$ cat src/rtl/temporal_encoder.sv
`default_nettype none
// ============================================================================
// Module   : temporal_encoder
// Purpose  : Race-logic temporal encoder. Accepts binary values over a
//            valid/ready handshake, double-buffers them, and emits one value
//            per gamma cycle as an event on edge_out. The event time, counted
//            in aclk cycles from set_out, equals the value. A null value
//            produces no event.
// Ports    : aclk      - clock, rising-edge active
//            grst      - synchronous active-high reset
//            in_valid  - in_value / in_null presented
//            in_value  - event time, 0..GAMMA_CYCLE_WIDTH-1
//            in_null   - encode "no event"; in_value ignored
//            in_ready  - a value can be accepted this cycle
//            set_out   - high on the first aclk cycle of each gamma cycle
//            edge_out  - temporal event output
//            gamma_cnt - position within the current gamma cycle
// Config   : TE_PULSE_MODE_EN - when defined, edge_out is a pulse of
//            PULSE_WIDTH cycles (truncated at the gamma boundary) instead of
//            a level held until the end of the gamma cycle.
// Revision : 1.0 - initial release
// ============================================================================
module temporal_encoder #(
    parameter int GAMMA_CYCLE_WIDTH = 16,
    parameter int PULSE_WIDTH       = 8,
    parameter int VALUE_WIDTH       = $clog2(GAMMA_CYCLE_WIDTH)
) (
    input  logic                   aclk,
    input  logic                   grst,
    input  logic                   in_valid,
    input  logic [VALUE_WIDTH-1:0] in_value,
    input  logic                   in_null,
    output logic                   in_ready,
    output logic                   set_out,
    output logic                   edge_out,
    output logic [VALUE_WIDTH-1:0] gamma_cnt
);

    // GAMMA_CYCLE_WIDTH <= 2**VALUE_WIDTH, so it always fits in one extra bit.
    localparam logic [VALUE_WIDTH:0]   c_GAMMA      = (VALUE_WIDTH+1)'(GAMMA_CYCLE_WIDTH);
    localparam logic [VALUE_WIDTH-1:0] c_GAMMA_LAST = VALUE_WIDTH'(GAMMA_CYCLE_WIDTH - 1);
    localparam logic [VALUE_WIDTH-1:0] c_CNT_ONE    = VALUE_WIDTH'(1);

    logic [VALUE_WIDTH-1:0] cnt_q,      cnt_d;
    logic [VALUE_WIDTH-1:0] act_val_q,  act_val_d;
    logic                   act_null_q, act_null_d;
    logic [VALUE_WIDTH-1:0] hold_val_q, hold_val_d;
    logic                   hold_null_q, hold_null_d;
    logic                   hold_full_q, hold_full_d;

    logic w_last;
    logic w_xfer;
    logic w_in_is_null;
    logic w_edge;

    assign w_last       = (cnt_q == c_GAMMA_LAST);
    assign w_xfer       = in_valid && !hold_full_q;
    // Out-of-range values (non-power-of-2 gamma only) encode as infinity.
    assign w_in_is_null = in_null || ({1'b0, in_value} >= c_GAMMA);

    always_comb begin
        cnt_d       = w_last ? '0 : (cnt_q + c_CNT_ONE);
        act_val_d   = act_val_q;
        act_null_d  = act_null_q;
        hold_val_d  = hold_val_q;
        hold_null_d = hold_null_q;
        hold_full_d = hold_full_q;

        // Transfers before the last cycle park in the holding register.
        if (w_xfer && !w_last) begin
            hold_val_d  = in_value;
            hold_null_d = w_in_is_null;
            hold_full_d = 1'b1;
        end

        // Gamma boundary: promote the next value into the active register.
        // A last-cycle transfer can only happen with the holding register
        // empty (in_ready is low otherwise), so it bypasses straight in.
        if (w_last) begin
            if (hold_full_q) begin
                act_val_d   = hold_val_q;
                act_null_d  = hold_null_q;
                hold_full_d = 1'b0;
            end else if (w_xfer) begin
                act_val_d  = in_value;
                act_null_d = w_in_is_null;
            end else begin
                act_val_d  = '0;
                act_null_d = 1'b1;
            end
        end
    end

    always_ff @(posedge aclk) begin
        if (grst) begin
            cnt_q       <= '0;
            act_val_q   <= '0;
            act_null_q  <= 1'b1;
            hold_val_q  <= '0;
            hold_null_q <= 1'b1;
            hold_full_q <= 1'b0;
        end else begin
            cnt_q       <= cnt_d;
            act_val_q   <= act_val_d;
            act_null_q  <= act_null_d;
            hold_val_q  <= hold_val_d;
            hold_null_q <= hold_null_d;
            hold_full_q <= hold_full_d;
        end
    end

`ifdef TE_PULSE_MODE_EN
    // A pulse longer than the gamma cycle behaves like one exactly that long;
    // saturating keeps act_val + width inside VALUE_WIDTH+1 bits.
    localparam logic [VALUE_WIDTH:0] c_PW = (VALUE_WIDTH+1)'(
        (PULSE_WIDTH > GAMMA_CYCLE_WIDTH) ? GAMMA_CYCLE_WIDTH : PULSE_WIDTH);

    // The counter wraps at the boundary, so the pulse is cut off there.
    assign w_edge = !act_null_q
                 && (cnt_q >= act_val_q)
                 && ({1'b0, cnt_q} < ({1'b0, act_val_q} + c_PW));
`else
    logic w_unused_pw;
    assign w_unused_pw = (PULSE_WIDTH > 0);

    // Level code: at cnt_q == 0 this is only true when act_val_q == 0.
    assign w_edge = !act_null_q && (cnt_q >= act_val_q);
`endif

    assign in_ready  = !hold_full_q;
    assign set_out   = (cnt_q == '0);
    assign edge_out  = w_edge;
    assign gamma_cnt = cnt_q;

endmodule
`default_nettype wire

$ cat config.mk
export PLATFORM = sky130hd
export DESIGN_NAME = temporal_encoder
export DESIGN_NICKNAME = d
export VERILOG_FILES = /design/src/rtl/temporal_encoder.sv
export SDC_FILE = /design/constraint.sdc
export NUM_CORES = 1
export LEC_CHECK = 0
export CAP_MARGIN = 20
export CORE_ASPECT_RATIO = 0.9
export CORE_UTILIZATION = 52
export CTS_CLUSTER_DIAMETER = 120
export DETAILED_ROUTE_END_ITERATION = 10
export GPL_TIMING_DRIVEN = 0
export HOLD_SLACK_MARGIN = 0.1
export PLACE_DENSITY = 0.8
export SYNTH_ARGS = -nofsm -noshare
export SYNTH_HDL_FRONTEND = slang
export SYNTH_SLANG_ARGS = --single-unit
export TNS_END_PERCENT = 1
$ cat constraint.sdc
create_clock -name aclk -period 2.15 [get_ports aclk]
set_input_delay 0.43 -clock aclk [delete_from_list [all_inputs] [get_ports aclk]]
set_output_delay 0.43 -clock aclk [all_outputs]
set_load 0.03 [all_outputs]
==> After elaboration in Yosys (flattened, before gate mapping) <==
Cells that the tools add are included.
{ "totals": {"in_bits": 8, "regBits": 15, "output_inout_bits": 7, "elab_cells": 24} }
{ "op_classes": {"addsub": 1, "n_reduce_logical": 8, "n_eq_ne": 1, "n_lt_le_gt_ge": 1, "n_mux": 7} }
{ "op_table": {"columns": ["cell", "count"], "rows": [
  ["2-to-1 mux 4 bit", 2],
  ["2-to-1 mux 1 bit", 5],
  ["adder 4 x 1 -> 4 bit (second input constant)", 1],
  ["== test 4 bit (second input constant)", 1],
  ["greater-or-equal comparator 4 bit", 1],
  ["logical NOT 4 bit", 1],
  ["logical AND 1 bit", 3],
  ["logical NOT 1 bit", 3],
  ["OR reduction 2 bit", 1]
]} }

==> Longest topological paths before layout <==
{ "depth": {"word_depth": 6, "depth_mapped": 5, "ltp_nobuf": 5} }

==> Worst setup path before layout <==
OpenSTA, ideal clock, no wires.
{ "synth_path": {"path_kind": "register to output", "startpoint": "register cnt_q[0] (netlist: gamma_cnt[0])", "endpoint": "output port edge_out", "path_slack_ns": 0.322, "path_buffers": 0, "required_ns": 1.720, "path_stages_with_launch": 6, "arrival_time_ns": 1.398, "cell_sequence": "dfxtp_1 inv_2 ha_1 nor2_1 a21oi_1 o31a_1"} }
{ "synth_between": {"elab_chain_cells": 2} }
{ "synth_rtl": {"columns": ["item", "line_no", "text"], "rows": [
  ["from (decl)", "44", "logic [VALUE_WIDTH-1:0] cnt_q, cnt_d;"],
  ["from (signal assigned)", "103", "cnt_q <= cnt_d;"],
  ["greater-or-equal comparator 4 bit", "127", "assign w_edge = !act_null_q && (cnt_q >= act_val_q);"],
  ["logical AND 1 bit", "127", null],
  ["to (decl)", "35", "output logic edge_out,"]
]} }
No other way between the ends.

==> Worst setup path after layout <==
{ "layout_path": {"startpoint": "register hold_full_q", "endpoint": "output port in_ready"} }
{ "layout_between": {"elab_chain_cells": 1} }
{ "layout_rtl": {"columns": ["item", "line_no", "text"], "rows": [
  ["from (decl)", "49", "logic hold_full_q, hold_full_d;"],
  ["from (signal assigned)", "108", "hold_full_q <= hold_full_d;"],
  ["logical NOT 1 bit", "130", "assign in_ready = !hold_full_q;"],
  ["to (decl)", "33", "output logic in_ready,"]
]} }
No other way between the ends.

==> results.yml <==
status:
  status: "completed"
finish:
  final_cell_mix: "nor2_1, dfxtp_1, clkdlybuf4s50_1"
  fin_cells: 119
  drive_above_1_share_pct: 11.4
  n_antenna_cell: 0
  nets: 120
  syn2layout_area_growth_pct: 22.7
  final_util_pct: 72.0
clock_tree:
  cts_buffer_depth: 2
  h-tree-depth: 1
  clk_pin_slew_ps: 90
  cts_sinks: 15
  clkLatencyLatePin_ps: 290
  tritoncts.num_buffers: 3
  cts_root_buf: "clkbuf_4"
  cts_tree: "done"
drt:
  avgViaCountPerCell: 5.33
  drcViolationCount: 0
  num_vias: 634
  wl_mm: 1.45
  wl_per_cell_um: 12.2
  postRouteAntennaNets: 0
  firstDrtPassIters: 4
  drtIter0Drc: 16
timing:
  finalWorstSetupSlack_ps: 98.9
  max_slew_margin_pct: 69.9
  fin_skew_ps: 3.87
  period_share_pct: 95.4
  fin_crit_ps: 2050
  hold_viol: 0
  rsz0062_at_grt: "false"
  fmax_mhz: 488
  tightest_slew_ps: 451
  tns_ps: 0
  maxSlewViolCount: 0
  setup_viol: 0
setup_path:
  critPathArrivalTime_ps: 1620
  crit_type: "reg2out"
  cp-end-kind: "output port"
  startpoint: "hold_full_q"
  path_max_fanout: 8
  startpoint_type: "register"
  critical_path_required_ps: 1720
  r2r_start: "gamma_cnt[1]"
global_route:
  grt-ovfl-total: 0
  grt_pass1_vias: 524
  grt_start_max_net_pins: 11
  grt_pass1_wl_mm: 2.33
  gr-usage-all-layers_pct: 20.8
  antenna_found_initial: 0
synthesis:
  synthesis.area_um2: 767
  synth.distinct_cells: 25
  yosys_register_bits: 15
  synth_top_family_by_area: "simple AND/OR/NAND/NOR gates"
  synth_xor_xnor_area_share_pct: 1.14
  synth-simple-area-share_pct: 23.7
  synth_compound_area_share_pct: 11.3
  netlist_instances: 88
  synth.avg_cell_area_um2: 8.72
  yosysWarnings: 0
  muxShareOfSynthArea_pct: 6.53
  synth-seq-area-share_pct: 39.2
  syn-num-nets: 102
  synth_fa_ha_area_share_pct: 9.79
floorplanning:
  row_count: 12
  ioPinCount: 15
  die_w_um: 42.5
  core_um2: 1310
  die_area_um2: 1630
  floorplan.initialDensity_pct: 58.7
  die_h_um: 38.4
job:
  cap_violations: 0
power_and_ir_drop:
  peakVddDrop_mv: 0.423
  p_leak_nw: 0.368
  powerDensity_nw_per_um2: 609
  power_mw: 0.573
placement:
  port_buffers: 13
  gp_congestion: 0.763
  dp.cells: 115
  place_hpwl_mm: 1.06
  dp_slack_ps: 5.17
min_path:
  min_from: "gamma_cnt[0]"
  hold_class: "reg2reg"
[worst max-delay path: stages (launching register included)]
cell             delay (ps)
dfxtp_1                 310
buf_2                   160
inv_1                   160
clkdlybuf4s50_1         710
[stage by stage]
stage | hold WS [ps] | cell area [um^2]
after global placement | 460 | 915
final | 454 | 941
after detailed placement | 467 | 915
after CTS | 469 | 942
after floorplan | 437 | 767
after global routing | 488 | 941
[kinds of logic (layout without fill, tap and decap cells)]
group / Yosys count / count (layout)
adders and majority gates: 6 / 6
xor gates and xnor gates: 1 / 1
DFF: 15 / 15
AOI/OAI and AO/OA: 12 / 12
and+or+nand+nor: 36 / 36
buffers and inverters: 13 / 30
muxes: 5 / 5
[final timing paths]
path / cells after the start / slack [ps] / to
setup reg to reg: 5 / 750 / act_val_q[1]
setup / recovery: 3 / 100 / in_ready
hold / removal: 1 / 450 / gamma_cnt[0]
hold reg to reg: 1 / 450 / gamma_cnt[0]
[report_power, final]
| part | internal (mW) | switching, mW | leakage [nW] |
|---|---|---|---|
| Clock | 0.0723 | 0.0946 | 0.0150 |
| Sequential | 0.290 | 0.0107 | 0.124 |
| Combinational | 0.0494 | 0.0559 | 0.229 |
| Total | 0.412 | 0.161 | 0.368 |
[flip-flops by register name (all words and copies together), names as in the netlist]
name / cells
act_val_q: 4
gamma_cnt: 4
hold_val_q: 4
act_null_q: 1
hold_full_q: 1
hold_null_q: 1
[timing repair]
| action | CTS | global route |
|---|---|---|
| gates resized for setup | 5 | 5 |
| hold buffers | 0 | 0 |
| endpoints found under the setup margin | 2 | 1 |
| pin swaps | 0 | 0 |
| buffers inserted | 0 | 0 |
[routing by layer]
metal	global-route usage, %	routed length (um)	share of wire [%]
met5	0	0	0
met4	14.1	38	2.6
met3	5.66	63	4.4
met2	32.7	630	44
met1	25.1	716	49
[cell type report]
class	instances	area, um^2
buffer	5	35.0
inverter	8	30.0
timing repair buffer	13	124
clock buffer	4	26.3
multi-input combinational	60	402
tap	14	17.5
fill	111	365
sequential	15	307
[Yosys cell counts (all sizes together)]
| master | number | area (um^2) |
|---|---|---|
| nor3b | 2 | 15.0 |
| xnor2 | 1 | 8.76 |
| o21ai | 2 | 10.0 |
| a311oi | 4 | 35.0 |
| a221oi | 1 | 8.76 |
| buf | 3 | 27.5 |
| clkbuf | 2 | 7.51 |
| a21oi | 3 | 15.0 |
| a211o | 1 | 8.76 |
| nand3 | 5 | 25.0 |
| clkinv | 1 | 3.75 |
| nand2 | 4 | 15.0 |
| or4 | 1 | 7.51 |
| o31a | 1 | 8.76 |
| and3 | 2 | 13.8 |
| ha | 6 | 75.1 |
| dfxtp | 15 | 300 |
| mux2i | 5 | 50.1 |
| nor3 | 2 | 10.0 |
| inv | 7 | 26.3 |
| nor2 | 12 | 45.0 |
| nand2b | 8 | 50.1 |
No activity file was read; power rests on OpenSTA's default activity.
